===== config.mk =====
export PLATFORM = sky130hd
export DESIGN_NAME = fpu_op_sequencer_flat
export DESIGN_NICKNAME = d
export VERILOG_FILES = /design/src/rtl/fpu_op_sequencer_if.sv /design/src/rtl/fpu_op_sequencer.sv /design/src/flat_wrapper.sv
export SDC_FILE = /design/constraint.sdc
export NUM_CORES = 1
export LEC_CHECK = 0
export BUFFER_PORTS_ARGS = -buffer_cell sky130_fd_sc_hd__buf_2
export CELL_PAD_IN_SITES_DETAIL_PLACEMENT = 2
export CELL_PAD_IN_SITES_GLOBAL_PLACEMENT = 2
export CORE_UTILIZATION = 32
export CTS_CLUSTER_DIAMETER = 120
export DETAILED_ROUTE_END_ITERATION = 8
export GPL_ROUTABILITY_DRIVEN = 1
export GPL_TIMING_DRIVEN = 0
export PLACE_DENSITY = 0.91
export SLEW_MARGIN = 20
export SYNTH_ARGS = -nofsm -noshare
export SYNTH_HDL_FRONTEND = slang
export SYNTH_SLANG_ARGS = --single-unit

===== constraint.sdc =====
create_clock -name clock -period 2.1 [get_ports clock]
set_input_delay 0.63 -clock clock [delete_from_list [all_inputs] [get_ports clock]]
set_output_delay 0.63 -clock clock [all_outputs]
set_load 0.05 [all_outputs]

===== src/rtl/fpu_op_sequencer_if.sv =====
// rtl/fpu_op_sequencer_if.sv - word stream, FPU and result handshake bundle for the op sequencer
interface fpu_op_sequencer_if #(
    parameter int WIDTH = 10,
    parameter int OP_W  = 4
);
    logic             in_valid;
    logic [WIDTH-1:0] in_data;
    logic [WIDTH-1:0] fpu_a;
    logic [WIDTH-1:0] fpu_b;
    logic [OP_W-1:0]  fpu_op;
    logic             fpu_start;
    logic             fpu_done;
    logic [WIDTH-1:0] fpu_y;
    logic             res_valid;
    logic [WIDTH-1:0] res_data;
    logic             res_ack;
    logic             busy;
    logic             err;
    logic             overrun;

    modport master (
        input  in_valid, in_data, fpu_done, fpu_y, res_ack,
        output fpu_a, fpu_b, fpu_op, fpu_start, res_valid, res_data, busy, err, overrun
    );

    modport slave (
        output in_valid, in_data, fpu_done, fpu_y, res_ack,
        input  fpu_a, fpu_b, fpu_op, fpu_start, res_valid, res_data, busy, err, overrun
    );
endinterface


===== src/rtl/fpu_op_sequencer.sv =====
// rtl/fpu_op_sequencer.sv - captures A/B/opcode words, issues one FPU op with timeout, hands back result
module fpu_op_sequencer #(
    parameter int WIDTH   = 10,
    parameter int OP_W    = 4,
    parameter int TIMEOUT = 16
) (
    input  logic              clock,
    input  logic              reset,
    fpu_op_sequencer_if.master bus
);
    localparam int CW = $clog2(TIMEOUT + 1);
    localparam logic [CW-1:0] CNT_LAST = CW'(TIMEOUT - 1);

    typedef enum logic [2:0] {
        IDLE, GET_B, GET_OP, ISSUE, WAIT, RESULT
    } state_t;

    state_t           state;
    logic [CW-1:0]    cnt;
    logic [WIDTH-1:0] a_q;
    logic [WIDTH-1:0] b_q;
    logic [OP_W-1:0]  op_q;
    logic [WIDTH-1:0] res_q;
    logic             err_q;
    logic             ovr_q;

    always_ff @(posedge clock or posedge reset) begin
        if (reset) begin
            state <= IDLE;
            cnt   <= '0;
            a_q   <= '0;
            b_q   <= '0;
            op_q  <= '0;
            res_q <= '0;
            err_q <= 1'b0;
            ovr_q <= 1'b0;
        end else begin
            case (state)
                IDLE: begin
                    if (bus.in_valid) begin
                        a_q   <= bus.in_data;
                        err_q <= 1'b0;
                        ovr_q <= 1'b0;
                        state <= GET_B;
                    end
                end
                GET_B: begin
                    if (bus.in_valid) begin
                        b_q   <= bus.in_data;
                        state <= GET_OP;
                    end
                end
                GET_OP: begin
                    if (bus.in_valid) begin
                        op_q  <= bus.in_data[OP_W-1:0];
                        state <= ISSUE;
                    end
                end
                ISSUE: begin
                    if (bus.in_valid) ovr_q <= 1'b1;
                    // A combinational FPU may answer in the same cycle as start.
                    if (bus.fpu_done) begin
                        res_q <= bus.fpu_y;
                        state <= RESULT;
                    end else begin
                        cnt   <= '0;
                        state <= WAIT;
                    end
                end
                WAIT: begin
                    if (bus.in_valid) ovr_q <= 1'b1;
                    if (bus.fpu_done) begin
                        res_q <= bus.fpu_y;
                        state <= RESULT;
                    end else if (cnt == CNT_LAST) begin
                        cnt   <= cnt + 1'b1;
                        res_q <= '1;
                        err_q <= 1'b1;
                        state <= RESULT;
                    end else begin
                        cnt <= cnt + 1'b1;
                    end
                end
                RESULT: begin
                    if (bus.in_valid) ovr_q <= 1'b1;
                    if (bus.res_ack) state <= IDLE;
                end
                default: state <= IDLE;
            endcase
        end
    end

    assign bus.fpu_a     = a_q;
    assign bus.fpu_b     = b_q;
    assign bus.fpu_op    = op_q;
    assign bus.fpu_start = (state == ISSUE);
    assign bus.res_valid = (state == RESULT);
    assign bus.res_data  = res_q;
    assign bus.busy      = (state != IDLE);
    assign bus.err       = err_q;
    assign bus.overrun   = ovr_q;
endmodule

===== src/flat_wrapper.sv =====
// flat-port wrapper written by rule: the top's interface ports become plain ports
module fpu_op_sequencer_flat 
#(
    parameter int WIDTH   = 10,
    parameter int OP_W    = 4,
    parameter int TIMEOUT = 16
)
  (clock, reset, bus_in_valid, bus_in_data, bus_fpu_done, bus_fpu_y, bus_res_ack, bus_fpu_a, bus_fpu_b, bus_fpu_op, bus_fpu_start, bus_res_valid, bus_res_data, bus_busy, bus_err, bus_overrun);
  fpu_op_sequencer_if #(.WIDTH(WIDTH), .OP_W(OP_W)) bus_i ();
  input  logic clock;
  input  logic reset;
  input wire logic [$bits(bus_i.in_valid)-1:0] bus_in_valid;
  input wire logic [$bits(bus_i.in_data)-1:0] bus_in_data;
  input wire logic [$bits(bus_i.fpu_done)-1:0] bus_fpu_done;
  input wire logic [$bits(bus_i.fpu_y)-1:0] bus_fpu_y;
  input wire logic [$bits(bus_i.res_ack)-1:0] bus_res_ack;
  output wire logic [$bits(bus_i.fpu_a)-1:0] bus_fpu_a;
  output wire logic [$bits(bus_i.fpu_b)-1:0] bus_fpu_b;
  output wire logic [$bits(bus_i.fpu_op)-1:0] bus_fpu_op;
  output wire logic [$bits(bus_i.fpu_start)-1:0] bus_fpu_start;
  output wire logic [$bits(bus_i.res_valid)-1:0] bus_res_valid;
  output wire logic [$bits(bus_i.res_data)-1:0] bus_res_data;
  output wire logic [$bits(bus_i.busy)-1:0] bus_busy;
  output wire logic [$bits(bus_i.err)-1:0] bus_err;
  output wire logic [$bits(bus_i.overrun)-1:0] bus_overrun;
  assign bus_i.in_valid = bus_in_valid;
  assign bus_i.in_data = bus_in_data;
  assign bus_i.fpu_done = bus_fpu_done;
  assign bus_i.fpu_y = bus_fpu_y;
  assign bus_i.res_ack = bus_res_ack;
  assign bus_fpu_a = bus_i.fpu_a;
  assign bus_fpu_b = bus_i.fpu_b;
  assign bus_fpu_op = bus_i.fpu_op;
  assign bus_fpu_start = bus_i.fpu_start;
  assign bus_res_valid = bus_i.res_valid;
  assign bus_res_data = bus_i.res_data;
  assign bus_busy = bus_i.busy;
  assign bus_err = bus_i.err;
  assign bus_overrun = bus_i.overrun;
  fpu_op_sequencer #(.WIDTH(WIDTH), .OP_W(OP_W), .TIMEOUT(TIMEOUT)) u_core (.clock(clock), .reset(reset), .bus(bus_i));
endmodule

==> flow_summary.html, run 1 <==
<table>
<tr><th>Metric</th><th>Value</th></tr>
<tr><th colspan="2">STA</th></tr>
<tr><td>Largest clock skew in the final design</td><td>0.01524 ns</td></tr>
<tr><td>Final setup violation count</td><td>1</td></tr>
<tr><td>Setup TNS</td><td>-0.02109 ns</td></tr>
<tr><td>Transition at the pin with the smallest max-transition slack</td><td>0.4909 ns</td></tr>
<tr><td>Crit path setup slack, layout</td><td>-0.02109 ns</td></tr>
<tr><td>Final period utilization</td><td>101.0%</td></tr>
<tr><td>Final min period</td><td>roughly 2.1 ns</td></tr>
<tr><td>RSZ-0062 raised after global routing</td><td>true</td></tr>
<tr><td>Number of failing hold endpoints at the final stage</td><td>0</td></tr>
<tr><td>Worst hold slack across all endpoints</td><td>between 0.2 and 0.3 ns</td></tr>
<tr><td>Normalized max-slew margin</td><td>about two thirds</td></tr>
<tr><td>Maximum operating frequency</td><td>around 470 MHz</td></tr>
<tr><td>Fin. max-slew vios</td><td>0</td></tr>
<tr><th colspan="2">Synthesis</th></tr>
<tr><td>Count of unique library cells instantiated by Yosys</td><td>37</td></tr>
<tr><td>Most used DFF post-synth</td><td>sky130_fd_sc_hd__dfrtp_1</td></tr>
<tr><td>Mux share of post-synthesis cell area</td><td>between 10 and 15%</td></tr>
<tr><td>Compound-Gate Fraction of Synth Area</td><td>12.08%</td></tr>
<tr><td>Main combinational cell family by area after synthesis</td><td>multiplexers</td></tr>
<tr><td>Post-synthesis xor/xnor area fraction</td><td>0%</td></tr>
<tr><td>Flip-flop and latch count after synthesis</td><td>44</td></tr>
<tr><td>Sequential element share of the synthesized area</td><td>58.09%</td></tr>
<tr><td>Adder-Cell Fraction of Synth Area</td><td>under 10%</td></tr>
<tr><td>Fraction of registers with async set or reset after synthesis</td><td>100.0%</td></tr>
<tr><td>Post-Syn Nets</td><td>around 170</td></tr>
<tr><td>Post-Syn Area</td><td>about 1900 um^2</td></tr>
<tr><td>Synthesis Warnings</td><td>0</td></tr>
<tr><td>Synth Area in Simple Gates</td><td>about a tenth</td></tr>
<tr><td>Number of cells produced by synthesis</td><td>144</td></tr>
<tr><td>Post-synth EDFFs</td><td>0</td></tr>
<tr><td>Average footprint of a synthesized cell</td><td>roughly 13 um^2</td></tr>
<tr><th colspan="2">Die</th></tr>
<tr><td>Height of the die</td><td>78.97 um</td></tr>
<tr><td>Boundary Pins</td><td>64</td></tr>
<tr><td>Overall die area</td><td>roughly 6200 um^2</td></tr>
<tr><td>Num rows</td><td>27</td></tr>
<tr><td>Core Footprint</td><td>5608 um^2</td></tr>
<tr><td>Die span in x</td><td>between 70 and 80 um</td></tr>
<tr><td>Effective utilization at floorplan</td><td>between 30% and 40%</td></tr>
<tr><th colspan="2">Clock network</th></tr>
<tr><td>Clk Latency, worst-skew pair</td><td>roughly 0.32 ns</td></tr>
<tr><td>Total clock buffers created by CTS</td><td>5</td></tr>
<tr><td>Clock Path Buffers</td><td>2</td></tr>
<tr><td>TritonCTS clock tree</td><td>yes</td></tr>
<tr><td>Clock transition at the registers of the reported paths</td><td>approximately 0.08 ns</td></tr>
<tr><td>Depth of the CTS H-tree</td><td>2</td></tr>
<tr><td>TritonCTS sink count</td><td>44</td></tr>
<tr><td>Clock Tree Root</td><td>sky130_fd_sc_hd__clkbuf_8</td></tr>
<tr><th colspan="2">Layout</th></tr>
<tr><td>Register Area</td><td>around 1100 um^2</td></tr>
<tr><td>Area used by multi-input combinational logic</td><td>around 740 um^2</td></tr>
<tr><td>Number of nets in the finished design</td><td>about 260</td></tr>
<tr><td>Layout cell share with drive strength beyond 1</td><td>between 50% and 60%</td></tr>
<tr><td>Number of filler instances in the final layout</td><td>581</td></tr>
<tr><td>Count of non-filler cells in the finished layout</td><td>roughly 300</td></tr>
<tr><td>Area added between synthesis and finish</td><td>36.17%</td></tr>
<tr><td>Antenna diodes</td><td>0</td></tr>
<tr><th colspan="2">Setup path</th></tr>
<tr><td>Kind of critical path</td><td>reg2out</td></tr>
<tr><td>Kind of end point of the critical path</td><td>primary output</td></tr>
<tr><td>Reg2Reg Launch Point</td><td>u_core.cnt[0]</td></tr>
<tr><td>Worst EP required</td><td>roughly 1.5 ns</td></tr>
<tr><td>Data arrival at the endpoint of the critical path</td><td>approximately 1.5 ns</td></tr>
<tr><td>Worst reg2reg path endpoint</td><td>u_core.bus.res_data[9]</td></tr>
<tr><td>CP Max Fanout</td><td>8</td></tr>
<tr><td>Kind of launch point of the worst setup path</td><td>flop</td></tr>
<tr><td>Minimum setup slack among reg-to-reg paths</td><td>around 0.030 ns</td></tr>
<tr><td>Register-to-Register Path Depth</td><td>7</td></tr>
<tr><th colspan="2">Global route</th></tr>
<tr><td>Pin count of the biggest net entering global routing</td><td>29</td></tr>
<tr><td>Via count of the first global-routing pass</td><td>1695</td></tr>
<tr><td>First-pass GRT wire length</td><td>8.832 mm</td></tr>
<tr><td>Global-route total usage across every layer</td><td>a little under a fifth</td></tr>
<tr><td>Number of antenna violations at the first check in global routing</td><td>0</td></tr>
<tr><td>Leftover overflow at the end of global routing</td><td>0</td></tr>
<tr><th colspan="2">Outcome</th></tr>
<tr><td>Violations in the final reports</td><td>negative setup slack</td></tr>
<tr><td>Outcome</td><td>finished with violations</td></tr>
<tr><th colspan="2">Route</th></tr>
<tr><td>DRC violation count after routing</td><td>0</td></tr>
<tr><td>Antenna violation net count after detailed routing</td><td>0</td></tr>
<tr><td>Routed wire length per instance</td><td>~20 um</td></tr>
<tr><td>Count of TritonRoute iterations in the first routing pass</td><td>2</td></tr>
<tr><td>Drt total wl</td><td>6.110 mm</td></tr>
<tr><td>DRC violation total after the first TritonRoute iteration</td><td>25</td></tr>
<tr><td>Overall via count from detail_route</td><td>about 1500</td></tr>
<tr><td>Via/cell ratio</td><td>~5.1</td></tr>
<tr><th colspan="2">Placement</th></tr>
<tr><td>Number of placed instances, taps included</td><td>279</td></tr>
<tr><td>Weighted congestion reported at the end of routability-driven placement</td><td>0.6952</td></tr>
<tr><td>Buffers added on ports</td><td>62</td></tr>
<tr><td>Final HPWL DP</td><td>~3.8 mm</td></tr>
<tr><th colspan="2">Flow run</th></tr>
<tr><td>Maximum capacitance violations</td><td>0</td></tr>
<tr><th colspan="2">Worst hold path</th></tr>
<tr><td>Type of the most critical hold path</td><td>in2async</td></tr>
</table>
-- metrics by stage --
stage	setup WS [ns]	area, um^2	utilization [%]
2_1_floorplan	0.2308	1896	-
3_3_place_gp	-0.1755	2296	40.94
3_5_place_dp	-0.01824	2316	41.30
4_1_cts	-0.004228	2474	44.11
5_1_grt	-0.06063	2581	46.03
6_report	-0.02109	2581	46.03
-- cells in the mapped netlist (3+ instances only) --
library cell	instances	share of area [%]
sky130_fd_sc_hd__a21oi_1	6	1.6
sky130_fd_sc_hd__nor3b_1	3	1.2
sky130_fd_sc_hd__nor2_1	3	0.59
sky130_fd_sc_hd__buf_2	5	1.3
sky130_fd_sc_hd__mux2_2	24	14
sky130_fd_sc_hd__o21ai_0	4	1.1
sky130_fd_sc_hd__nand2_1	5	0.99
sky130_fd_sc_hd__o22a_1	11	5.1
sky130_fd_sc_hd__inv_1	3	0.59
sky130_fd_sc_hd__dfrtp_1	44	58
-- state kept, by name, indices dropped and copies added (netlist names) --
register             count
u_core.bus.fpu_a        10
u_core.bus.fpu_b        10
u_core.bus.res_data     10
u_core.cnt               5
u_core.bus.fpu_op        4
u_core.state             3
u_core.bus.err           1
u_core.bus.overrun       1
-- logic make-up (layout without fill, tap and decap cells) --
family                     count (synthesis)  after routing
and+or+nand+nor                           30             30
muxes                                     25             25
adders and majority gates                  2              2
DFF                                       44             44
AOI/OAI and AO/OA                         31             31
buffers and inverters                     12             97
-- worst max path at each step --
stage | from | endpoint | slack (ns) | depth (start not counted)
after floorplan | u_core.state[1] | bus_busy | 0.23 | 3
final | u_core.state[1] | bus_busy | -0.02 | 4
after CTS | u_core.state[1] | bus_busy | -0.004 | 4
after global placement | reset | u_core.bus.fpu_op[1] | -0.18 | 2
after detailed placement | bus_in_valid | u_core.bus.fpu_a[2] | -0.02 | 5
after global routing | u_core.state[1] | bus_busy | -0.06 | 4
-- cells in the final DEF, fill, tap and decap left out, types with 3 or more instances in the layout --
cell type                  count
sky130_fd_sc_hd__clkbuf_8      6
sky130_fd_sc_hd__nand2_1       5
sky130_fd_sc_hd__dfrtp_1      42
sky130_fd_sc_hd__mux2_2       24
sky130_fd_sc_hd__nor2_1        3
sky130_fd_sc_hd__buf_4        16
sky130_fd_sc_hd__o21ai_0       4
sky130_fd_sc_hd__buf_2        64
sky130_fd_sc_hd__nor3b_1       3
sky130_fd_sc_hd__o22a_1       11
sky130_fd_sc_hd__a21oi_1       6
-- metal layers --
| layer | share of wire (%) | track usage [%] | vias up |
|---|---|---|---|
| li1 | - | - | 691 |
| met1 | 38 | 21.03 | 781 |
| met2 | 55 | 34.31 | 46 |
| met3 | 4.8 | 5.632 | 13 |
| met4 | 1.8 | 6.545 | 0 |
| met5 | 0 | 0 | - |
-- final cells by class --
cell class | count | area share [%]
Buffer | 9 | 3.345
Clock buffer | 6 | 3.199
Clock inverter | 2 | 0.5332
Inverter | 3 | 0.4363
Multi-Input combinational cell | 88 | 28.74
Sequential cell | 44 | 42.75
Tap cell | 72 | 3.490
Timing Repair Buffer | 77 | 17.50
-- worst max-delay path: stages (launching register included) --
cell and delay [ns]:
sky130_fd_sc_hd__dfrtp_1 0.40, sky130_fd_sc_hd__buf_6 0.14, sky130_fd_sc_hd__clkbuf_16 0.14, sky130_fd_sc_hd__or3_4 0.33, sky130_fd_sc_hd__buf_8 0.16
-- what timing repair did --
action / 4_1_cts / 5_1_grt
cloned: 0 / 1
endpoints found under the hold margin: 0 / 0
pin swaps: 1 / 0
hold buffers: 0 / 0
endpoints found under the setup margin: 2 / 12
buffers inserted: 2 / 11
resized for setup: 13 / 7
Power of run 1 is not shown: default switching activity piles up to over one toggle a cycle in this logic, so the estimate is an artifact.
==> run 2, diff against run 1 <==
==> constraint.sdc (replaced) <==
create_clock -name clock -period 2.1 [get_ports clock]
set_input_delay 0.21 -clock clock [delete_from_list [all_inputs] [get_ports clock]]
set_output_delay 0.21 -clock clock [all_outputs]
set_load 0.05 [all_outputs]
==> run 2 against run 1 <==
Compared with the run above: the flow now finishes without violations; hold slack got worse by 0.19 ns; utilization decreased by 2.5 points; wire length decreased by 13%; critical path depth increased by 3; cell count decreased by 3.7%; clock skew decreased by 0.0038 ns; cell area decreased by 5.5%; setup slack improved by 0.11 ns; sequential share of layout area increased by 2.4 points; first-iteration DRC count decreased by 44%; maximum frequency increased by 5.5%; global-route usage decreased by 0.22 points.
==> flow_summary.html, run 2 (synthesis gave the netlist of run 1 again) <==
<table>
<tr><th>Metric</th><th>Value</th></tr>
<tr><th colspan="2">Outcome</th></tr>
<tr><td>Outcome</td><td>finished clean</td></tr>
<tr><th colspan="2">STA</th></tr>
<tr><td>Normalized max-slew margin</td><td>65.73% (-1.5 points)</td></tr>
<tr><td>Setup TNS</td><td>0 ns (+0.02109 ns)</td></tr>
<tr><td>Fin. max-slew vios</td><td>0 (unchanged)</td></tr>
<tr><td>Transition at the pin with the smallest max-transition slack</td><td>0.5140 ns (+0.02308 ns)</td></tr>
<tr><td>RSZ-0062 raised after global routing</td><td>false</td></tr>
<tr><td>Final min period</td><td>2.010 ns (-0.1106 ns)</td></tr>
<tr><td>Maximum operating frequency</td><td>497.4 MHz (+5.5%)</td></tr>
<tr><td>Number of failing hold endpoints at the final stage</td><td>0 (unchanged)</td></tr>
<tr><td>Largest clock skew in the final design</td><td>0.01143 ns (-0.003811 ns)</td></tr>
<tr><td>Final period utilization</td><td>95.74% (-5.3 points)</td></tr>
<tr><td>Final setup violation count</td><td>0 (-1)</td></tr>
<tr><th colspan="2">Route</th></tr>
<tr><td>Routed wire length per instance</td><td>18.27 um (-10%)</td></tr>
<tr><td>Count of TritonRoute iterations in the first routing pass</td><td>2 (unchanged)</td></tr>
<tr><td>DRC violation total after the first TritonRoute iteration</td><td>14 (-44%)</td></tr>
<tr><td>Drt total wl</td><td>5.299 mm (-13%)</td></tr>
<tr><td>DRC violation count after routing</td><td>0 (unchanged)</td></tr>
<tr><td>Overall via count from detail_route</td><td>1453 (-5.1%)</td></tr>
<tr><td>Antenna violation net count after detailed routing</td><td>0 (unchanged)</td></tr>
<tr><td>Via/cell ratio</td><td>5.010 (-1.5%)</td></tr>
<tr><th colspan="2">Setup path</th></tr>
<tr><td>Data arrival at the endpoint of the critical path</td><td>2.20 ns (+0.71 ns)</td></tr>
<tr><td>Kind of launch point of the worst setup path</td><td>flop</td></tr>
<tr><td>Kind of critical path</td><td>reg2reg</td></tr>
<tr><td>Launch point of the worst path</td><td>u_core.cnt[0]</td></tr>
<tr><td>CP Max Fanout</td><td>10 (+2)</td></tr>
<tr><td>Kind of end point of the critical path</td><td>flop</td></tr>
<tr><td>Reg2Reg Launch Point</td><td>u_core.cnt[0]</td></tr>
<tr><td>Worst EP required</td><td>2.29 ns (+0.82 ns)</td></tr>
<tr><th colspan="2">Global route</th></tr>
<tr><td>Leftover overflow at the end of global routing</td><td>0 (unchanged)</td></tr>
<tr><td>First-pass GRT wire length</td><td>8.776 mm (-0.63%)</td></tr>
<tr><td>Via count of the first global-routing pass</td><td>1653 (-2.5%)</td></tr>
<tr><td>Global-route total usage across every layer</td><td>18.77% (-0.22 points)</td></tr>
<tr><td>Number of antenna violations at the first check in global routing</td><td>0 (unchanged)</td></tr>
<tr><td>Pin count of the biggest net entering global routing</td><td>29 (unchanged)</td></tr>
<tr><th colspan="2">Die</th></tr>
<tr><td>Overall die area</td><td>6235 um^2 (unchanged)</td></tr>
<tr><td>Num rows</td><td>27 (unchanged)</td></tr>
<tr><td>Height of the die</td><td>78.97 um (unchanged)</td></tr>
<tr><td>Die span in x</td><td>78.97 um (unchanged)</td></tr>
<tr><td>Boundary Pins</td><td>64 (unchanged)</td></tr>
<tr><td>Effective utilization at floorplan</td><td>33.80% (unchanged)</td></tr>
<tr><td>Core Footprint</td><td>5608 um^2 (unchanged)</td></tr>
<tr><th colspan="2">Clock network</th></tr>
<tr><td>Total clock buffers created by CTS</td><td>5 (unchanged)</td></tr>
<tr><td>TritonCTS sink count</td><td>44 (unchanged)</td></tr>
<tr><td>Clk Latency, worst-skew pair</td><td>0.31 ns (about the same)</td></tr>
<tr><td>Clock Path Buffers</td><td>2 (unchanged)</td></tr>
<tr><td>Clock Tree Root</td><td>sky130_fd_sc_hd__clkbuf_8</td></tr>
<tr><td>Clock transition at the registers of the reported paths</td><td>0.09 ns (about the same)</td></tr>
<tr><td>TritonCTS clock tree</td><td>yes</td></tr>
<tr><td>Depth of the CTS H-tree</td><td>2 (unchanged)</td></tr>
<tr><th colspan="2">Worst hold path</th></tr>
<tr><td>Type of the most critical hold path</td><td>in2reg</td></tr>
<tr><td>Min-Delay Startpoint</td><td>bus_fpu_y[0]</td></tr>
<tr><th colspan="2">Flow run</th></tr>
<tr><td>Maximum capacitance violations</td><td>0 (unchanged)</td></tr>
<tr><th colspan="2">Layout</th></tr>
<tr><td>Area added between synthesis and finish</td><td>28.71%</td></tr>
<tr><td>Commonest non-fill, non-tap cells in the layout</td><td>sky130_fd_sc_hd__buf_2 (66), sky130_fd_sc_hd__dfrtp_1 (44), sky130_fd_sc_hd__mux2_2 (24)</td></tr>
<tr><td>Number of nets in the finished design</td><td>244 (-4.3%)</td></tr>
<tr><td>Antenna diodes</td><td>0 (unchanged)</td></tr>
<tr><td>Layout cell share with drive strength beyond 1</td><td>50.46% (-5.4 points)</td></tr>
<tr><td>Most frequent standard cell in the layout excluding fill and tap cells</td><td>sky130_fd_sc_hd__buf_2</td></tr>
<tr><th colspan="2">Placement</th></tr>
<tr><td>Weighted congestion reported at the end of routability-driven placement</td><td>0.6952 (unchanged)</td></tr>
<tr><td>Final HPWL DP</td><td>3.802 mm (unchanged)</td></tr>
<tr><td>Buffers added on ports</td><td>62 (unchanged)</td></tr>
</table>
-- run 2: changes by cell type in the layout (fill, tap and decap cells not counted), moves of 2 or more --
cell                       change
sky130_fd_sc_hd__buf_2         +2
sky130_fd_sc_hd__buf_8         -2
sky130_fd_sc_hd__dfrtp_2       -2
sky130_fd_sc_hd__dfrtp_1       +2
sky130_fd_sc_hd__clkbuf_1      +2
sky130_fd_sc_hd__buf_4        -13
-- run 2: final cells by class --
cell class	count	area [um^2]
repair buffers	66	355.3
fillers	598	3168
clock inverters	2	13.76
well taps	72	90.09
inverters	3	11.26
flip-flops and latches	44	1101
plain buffers	9	51.30
clock buffers	6	82.58
multi-input cells	88	734.5
-- run 2: stage by stage --
stage	setup WS, ns	area, um^2	cells	hold WS [ns]	utilization, %
2_1_floorplan	0.2565	1896	144	0.3360	-
3_3_place_gp	0.1282	2296	278	0.4215	40.94
3_5_place_dp	0.06975	2316	279	0.2226	41.30
4_1_cts	0.03929	2422	288	0.1081	43.20
5_1_grt	0.02012	2440	290	0.1032	43.51
6_report	0.08950	2440	290	0.1140	43.51
-- run 2: worst paths after layout --
path                                          endpoint  slack [ns]  cells past startpoint
worst min register to register     u_core.bus.fpu_b[1]        0.51                      1
worst min-delay path            u_core.bus.res_data[0]        0.11                      2
worst max register to register  u_core.bus.res_data[9]        0.09                      7
worst max-delay path            u_core.bus.res_data[9]        0.09                      7
max in group asynchronous              u_core.state[1]        1.17                      4
min in group asynchronous       u_core.bus.res_data[8]        0.45                      3
-- run 2: what timing repair did --
| item | in CTS | in global routing |
|---|---|---|
| endpoints found under the hold margin | 16 | 0 |
| resized for setup | 0 | 2 |
| hold buffers | 1 | 0 |
| endpoints found under the setup margin | 0 | 10 |
| buffers inserted | 0 | 2 |
-- run 2: worst max-delay path: stages (launching register included) --
cell and delay, ns:
sky130_fd_sc_hd__dfrtp_1 0.42, sky130_fd_sc_hd__ha_1 0.24, sky130_fd_sc_hd__and3_1 0.19, sky130_fd_sc_hd__ha_1 0.22
sky130_fd_sc_hd__or2_0 0.21, sky130_fd_sc_hd__a22o_1 0.23, sky130_fd_sc_hd__buf_4 0.17, sky130_fd_sc_hd__o22a_1 0.20
-- run 2: routing by layer --
metal | global-route usage [%] | routed length, um | up-vias | share of wire (%)
met5 | 0 | 0 | - | 0
met4 | 4.909 | 64 | 0 | 1.2
met3 | 5.287 | 281 | 7 | 5.3
met2 | 33.88 | 2797 | 42 | 53
met1 | 21.64 | 2155 | 735 | 41
li1 | - | - | 669 | -
Power of run 2 is left out for the same reason.
==> run 3, diff against run 2 <==
Settings changed: ABC_AREA from default to 1, CORE_UTILIZATION 32 to 28, PLACE_DENSITY 0.91 to 0.9.
==> run 3 against run 2 <==
Compared with the run above: first-iteration DRC count grew to 2.9 times the previous value; wire length is 10% higher; maximum frequency is 23% higher; setup slack better by 0.38 ns; synthesized cell count is 69% higher; cell count is 41% higher; critical path type is now reg2out.
==> flow_summary.html, run 3 <==
<table>
<tr><th>Metric</th><th>Value</th></tr>
<tr><th colspan="2">Layout</th></tr>
<tr><td>Area added between synthesis and finish</td><td>27.08%</td></tr>
<tr><td>Commonest non-fill, non-tap cells in the layout</td><td>sky130_fd_sc_hd__nand2_1 (76), sky130_fd_sc_hd__buf_2 (66), sky130_fd_sc_hd__dfrtp_1 (44)</td></tr>
<tr><td>Antenna diodes</td><td>0 (unchanged)</td></tr>
<tr><td>Number of nets in the finished design</td><td>341 (+40%)</td></tr>
<tr><td>Final standard cell utilization of the core</td><td>37.22% (-6.3 points)</td></tr>
<tr><td>Most frequent standard cell in the layout excluding fill and tap cells</td><td>sky130_fd_sc_hd__nand2_1</td></tr>
<tr><td>Layout cell share with drive strength beyond 1</td><td>29.62% (-21 points)</td></tr>
<tr><th colspan="2">Route</th></tr>
<tr><td>Count of TritonRoute iterations in the first routing pass</td><td>4 (+2)</td></tr>
<tr><td>Wire length on met3</td><td>245 um (-13%)</td></tr>
<tr><td>DRC violation total after the first TritonRoute iteration</td><td>40 (+26)</td></tr>
<tr><td>Overall via count from detail_route</td><td>1844 (+27%)</td></tr>
<tr><td>Routed wl met2</td><td>3.166 mm (+13%)</td></tr>
<tr><td>Routed wire length per instance</td><td>14.26 um (-22%)</td></tr>
<tr><td>Detailed-route wire length on metal 1</td><td>2.390 mm (+11%)</td></tr>
<tr><td>Via/cell ratio</td><td>4.498 (-10%)</td></tr>
<tr><td>Drt total wl</td><td>5.845 mm (+10%)</td></tr>
<tr><td>Antenna violation net count after detailed routing</td><td>0 (unchanged)</td></tr>
<tr><td>Top layer reached by signal wires</td><td>met4</td></tr>
<tr><td>DRC violation count after routing</td><td>0 (unchanged)</td></tr>
<tr><th colspan="2">Clock network</th></tr>
<tr><td>Post-CTS Hold Buffers</td><td>1 (unchanged)</td></tr>
<tr><td>TritonCTS sink count</td><td>44 (unchanged)</td></tr>
<tr><td>TritonCTS clock tree</td><td>yes</td></tr>
<tr><td>Clock transition at the registers of the reported paths</td><td>0.08 ns (about the same)</td></tr>
<tr><td>Clk Latency, worst-skew pair</td><td>0.29 ns (-0.02 ns)</td></tr>
<tr><td>Post-CTS sizing</td><td>0 (unchanged)</td></tr>
<tr><td>Depth of the CTS H-tree</td><td>2 (unchanged)</td></tr>
<tr><td>Total clock buffers created by CTS</td><td>5 (unchanged)</td></tr>
<tr><td>Clock Tree Root</td><td>sky130_fd_sc_hd__clkbuf_8</td></tr>
<tr><td>Clock Path Buffers</td><td>2 (unchanged)</td></tr>
<tr><td>Post-CTS setup buffer count</td><td>0 (unchanged)</td></tr>
<tr><th colspan="2">Synthesis</th></tr>
<tr><td>Sequential element share of the synthesized area</td><td>55.03% (-3.1 points)</td></tr>
<tr><td>Post-Syn Area</td><td>2001 um^2 (+5.5%)</td></tr>
<tr><td>Most frequently used cell type in the post-synthesis netlist</td><td>sky130_fd_sc_hd__nand2_1</td></tr>
<tr><td>Fraction of registers with async set or reset after synthesis</td><td>100.0% (unchanged)</td></tr>
<tr><td>Largest area contributor in the netlist</td><td>sky130_fd_sc_hd__dfrtp_1</td></tr>
<tr><td>Post-synth EDFFs</td><td>0 (unchanged)</td></tr>
<tr><td>Flip-flop and latch count after synthesis</td><td>44 (unchanged)</td></tr>
<tr><td>Number of cells produced by synthesis</td><td>243 (+69%)</td></tr>
<tr><td>Leading post-synthesis cells by cell area</td><td>sky130_fd_sc_hd__dfrtp_1 (55%), sky130_fd_sc_hd__nand2_1 (14%), sky130_fd_sc_hd__inv_1 (5.8%), sky130_fd_sc_hd__nand3_1 (5.0%), sky130_fd_sc_hd__o21ai_1 (5.0%)</td></tr>
<tr><td>Post-Syn Nets</td><td>270 (+58%)</td></tr>
<tr><td>Synthesis Warnings</td><td>0 (unchanged)</td></tr>
<tr><td>Fraction of synthesized cell area taken by the top area cell type</td><td>55.03% (-3.1 points)</td></tr>
<tr><td>Count of unique library cells instantiated by Yosys</td><td>19 (-49%)</td></tr>
<tr><td>Most numerous cell types in the synthesized netlist</td><td>sky130_fd_sc_hd__nand2_1 (76), sky130_fd_sc_hd__dfrtp_1 (44), sky130_fd_sc_hd__inv_1 (31)</td></tr>
<tr><td>Most used DFF post-synth</td><td>sky130_fd_sc_hd__dfrtp_1</td></tr>
<tr><td>Average footprint of a synthesized cell</td><td>8.233 um^2 (-37%)</td></tr>
<tr><th colspan="2">STA</th></tr>
<tr><td>Largest clock skew in the final design</td><td>0.005893 ns (-0.005532 ns)</td></tr>
<tr><td>Maximum operating frequency</td><td>613.9 MHz (+23%)</td></tr>
<tr><td>Final min period</td><td>1.629 ns (-0.3816 ns)</td></tr>
<tr><td>Fin. max-slew vios</td><td>0 (unchanged)</td></tr>
<tr><td>Transition at the pin with the smallest max-transition slack</td><td>0.3744 ns (-0.1396 ns)</td></tr>
<tr><td>Number of failing hold endpoints at the final stage</td><td>0 (unchanged)</td></tr>
<tr><td>RSZ-0062 raised after global routing</td><td>false</td></tr>
<tr><td>Final period utilization</td><td>77.57% (-18 points)</td></tr>
<tr><td>Final setup violation count</td><td>0 (unchanged)</td></tr>
<tr><td>Normalized max-slew margin</td><td>75.01% (+9.3 points)</td></tr>
<tr><td>Setup TNS</td><td>0 ns (unchanged)</td></tr>
<tr><th colspan="2">Die</th></tr>
<tr><td>Core Footprint</td><td>6832 um^2 (+22%)</td></tr>
<tr><td>Overall die area</td><td>7487 um^2 (+20%)</td></tr>
<tr><td>Num rows</td><td>30 (+11%)</td></tr>
<tr><td>Boundary Pins</td><td>64 (unchanged)</td></tr>
<tr><td>Effective utilization at floorplan</td><td>29.29% (-4.5 points)</td></tr>
<tr><td>Die span in x</td><td>86.53 um (+9.6%)</td></tr>
<tr><td>Height of the die</td><td>86.53 um (+9.6%)</td></tr>
<tr><th colspan="2">Global route</th></tr>
<tr><td>Via count of the first global-routing pass</td><td>1996 (+21%)</td></tr>
<tr><td>Number of antenna violations at the first check in global routing</td><td>0 (unchanged)</td></tr>
<tr><td>Global-route total usage across every layer</td><td>16.89% (-1.9 points)</td></tr>
<tr><td>Pin count of the biggest net entering global routing</td><td>30 (+3.4%)</td></tr>
<tr><td>Leftover overflow at the end of global routing</td><td>0 (unchanged)</td></tr>
<tr><td>First-pass GRT wire length</td><td>9.618 mm (+9.6%)</td></tr>
<tr><th colspan="2">Worst hold path</th></tr>
<tr><td>Type of the most critical hold path</td><td>in2reg</td></tr>
<tr><th colspan="2">Setup path</th></tr>
<tr><td>Data arrival at the endpoint of the critical path</td><td>1.42 ns (-0.78 ns)</td></tr>
<tr><td>CP Max Fanout</td><td>7 (-3)</td></tr>
<tr><td>Kind of launch point of the worst setup path</td><td>flop</td></tr>
<tr><td>Kind of end point of the critical path</td><td>primary output</td></tr>
<tr><td>Kind of critical path</td><td>reg2out</td></tr>
<tr><td>Worst EP required</td><td>1.89 ns (-0.40 ns)</td></tr>
<tr><th colspan="2">Flow run</th></tr>
<tr><td>Maximum capacitance violations</td><td>0 (unchanged)</td></tr>
<tr><th colspan="2">Power and ir drop</th></tr>
<tr><td>Leakage</td><td>about 1.4 nW</td></tr>
<tr><td>Power density relative to cell area</td><td>roughly 1800 nW/um^2</td></tr>
<tr><td>Maximum resistive drop on vdd</td><td>0.6838 mV</td></tr>
<tr><th colspan="2">Placement</th></tr>
<tr><td>Weighted congestion reported at the end of routability-driven placement</td><td>0.8058 (+16%)</td></tr>
<tr><td>Final HPWL DP</td><td>4.614 mm (+21%)</td></tr>
<tr><td>Buffers added on ports</td><td>62 (unchanged)</td></tr>
<tr><th colspan="2">Outcome</th></tr>
<tr><td>Outcome</td><td>finished clean</td></tr>
</table>
run 3: cell types whose count changed in the layout (fill, tap and decap cells not counted), moves of 3 or more:
cell / previous run / this run
sky130_fd_sc_hd__a21oi_1: 6 / 2
sky130_fd_sc_hd__inv_1: 2 / 30
sky130_fd_sc_hd__inv_2: 1 / 6
sky130_fd_sc_hd__mux2_2: 24 / 0
sky130_fd_sc_hd__nand2_1: 5 / 76
sky130_fd_sc_hd__nand2_2: 0 / 4
sky130_fd_sc_hd__nand3_1: 1 / 20
sky130_fd_sc_hd__nor2_1: 3 / 11
sky130_fd_sc_hd__nor3b_1: 3 / 0
sky130_fd_sc_hd__o21ai_0: 4 / 14
sky130_fd_sc_hd__o21ai_1: 0 / 20
sky130_fd_sc_hd__o22a_1: 11 / 0
run 3: worst paths after layout:
path | startpoint | slack [ns] | end | depth (start not counted)
hold / removal | bus_in_data[8] | 0.18 | u_core.bus.fpu_a[8] | 3
max in group asynchronous | reset | 1.18 | u_core.state[1] | 4
hold reg to reg | u_core.bus.res_data[3] | 0.47 | u_core.bus.res_data[3] | 2
setup / recovery | u_core.state[2] | 0.47 | bus_fpu_start | 4
min in group asynchronous | reset | 0.45 | u_core.bus.res_data[1] | 3
setup reg to reg | u_core.cnt[0] | 0.52 | u_core.bus.res_data[5] | 9
run 3: final cells by class:
type | instances | area (um^2)
Inverter | 36 | 135.1
Tap cell | 96 | 120.1
Sequential cell | 44 | 1101
Fill cell | 836 | 4289
Clock inverter | 2 | 12.51
Clock buffer | 5 | 68.82
Buffer | 8 | 57.56
Timing Repair Buffer | 64 | 340.3
Multi-Input combinational cell | 155 | 706.9
run 3: metal layers:
layer / global-route usage, % / up-vias
met5: 0 / -
met4: 4.091 / 0
met3: 2.571 / 6
met2: 32.54 / 46
met1: 19.44 / 900
li1: - / 892
run 3: report_power, final:
| part | switching [mW] | total (mW) | internal [mW] | leakage (nW) |
|---|---|---|---|---|
| combinational | 1.95 | 2.52 | 0.572 | 0.854 |
| clock | 0.286 | 0.512 | 0.226 | 0.0400 |
| sequential | 0.259 | 1.48 | 1.22 | 0.554 |
run 3: cells by family (layout without fill, tap and decap cells):
| group | after synthesis | after routing | synth area share, % |
|---|---|---|---|
| AO/OA/AOI/OAI | 36 | 36 | 9.006 |
| flip-flops | 44 | 44 | 55.03 |
| buffers and inverters | 44 | 115 | 9.631 |
| AND/OR/NAND/NOR | 117 | 117 | 25.08 |
| adder cells (fa/ha/maj) | 2 | 2 | 1.251 |
run 3: through the flow:
stage / worst slack [ns] / total power [mW] / area (um^2) / hold WS [ns] / instances
detailed placement: 0.5121 / 4.052 / 2451 / 0.2162 / 402
finish: 0.4711 / 4.508 / 2542 / 0.1762 / 410
global route: 0.3739 / 4.814 / 2542 / 0.1806 / 410
CTS: 0.4543 / 4.587 / 2542 / 0.1759 / 410
global placement: 0.2175 / 3.918 / 2431 / 0.4578 / 401
floorplan: 0.6954 / 3.351 / 2001 / 0.3466 / 243
run 3: worst max-delay path: stages (launching register included):
cell and delay [ns]:
sky130_fd_sc_hd__dfrtp_1 0.49, sky130_fd_sc_hd__nor2_2 0.18, sky130_fd_sc_hd__nand2_1 0.10, sky130_fd_sc_hd__inv_2 0.09, sky130_fd_sc_hd__buf_2 0.26
(Power assumes the default switching activity.)
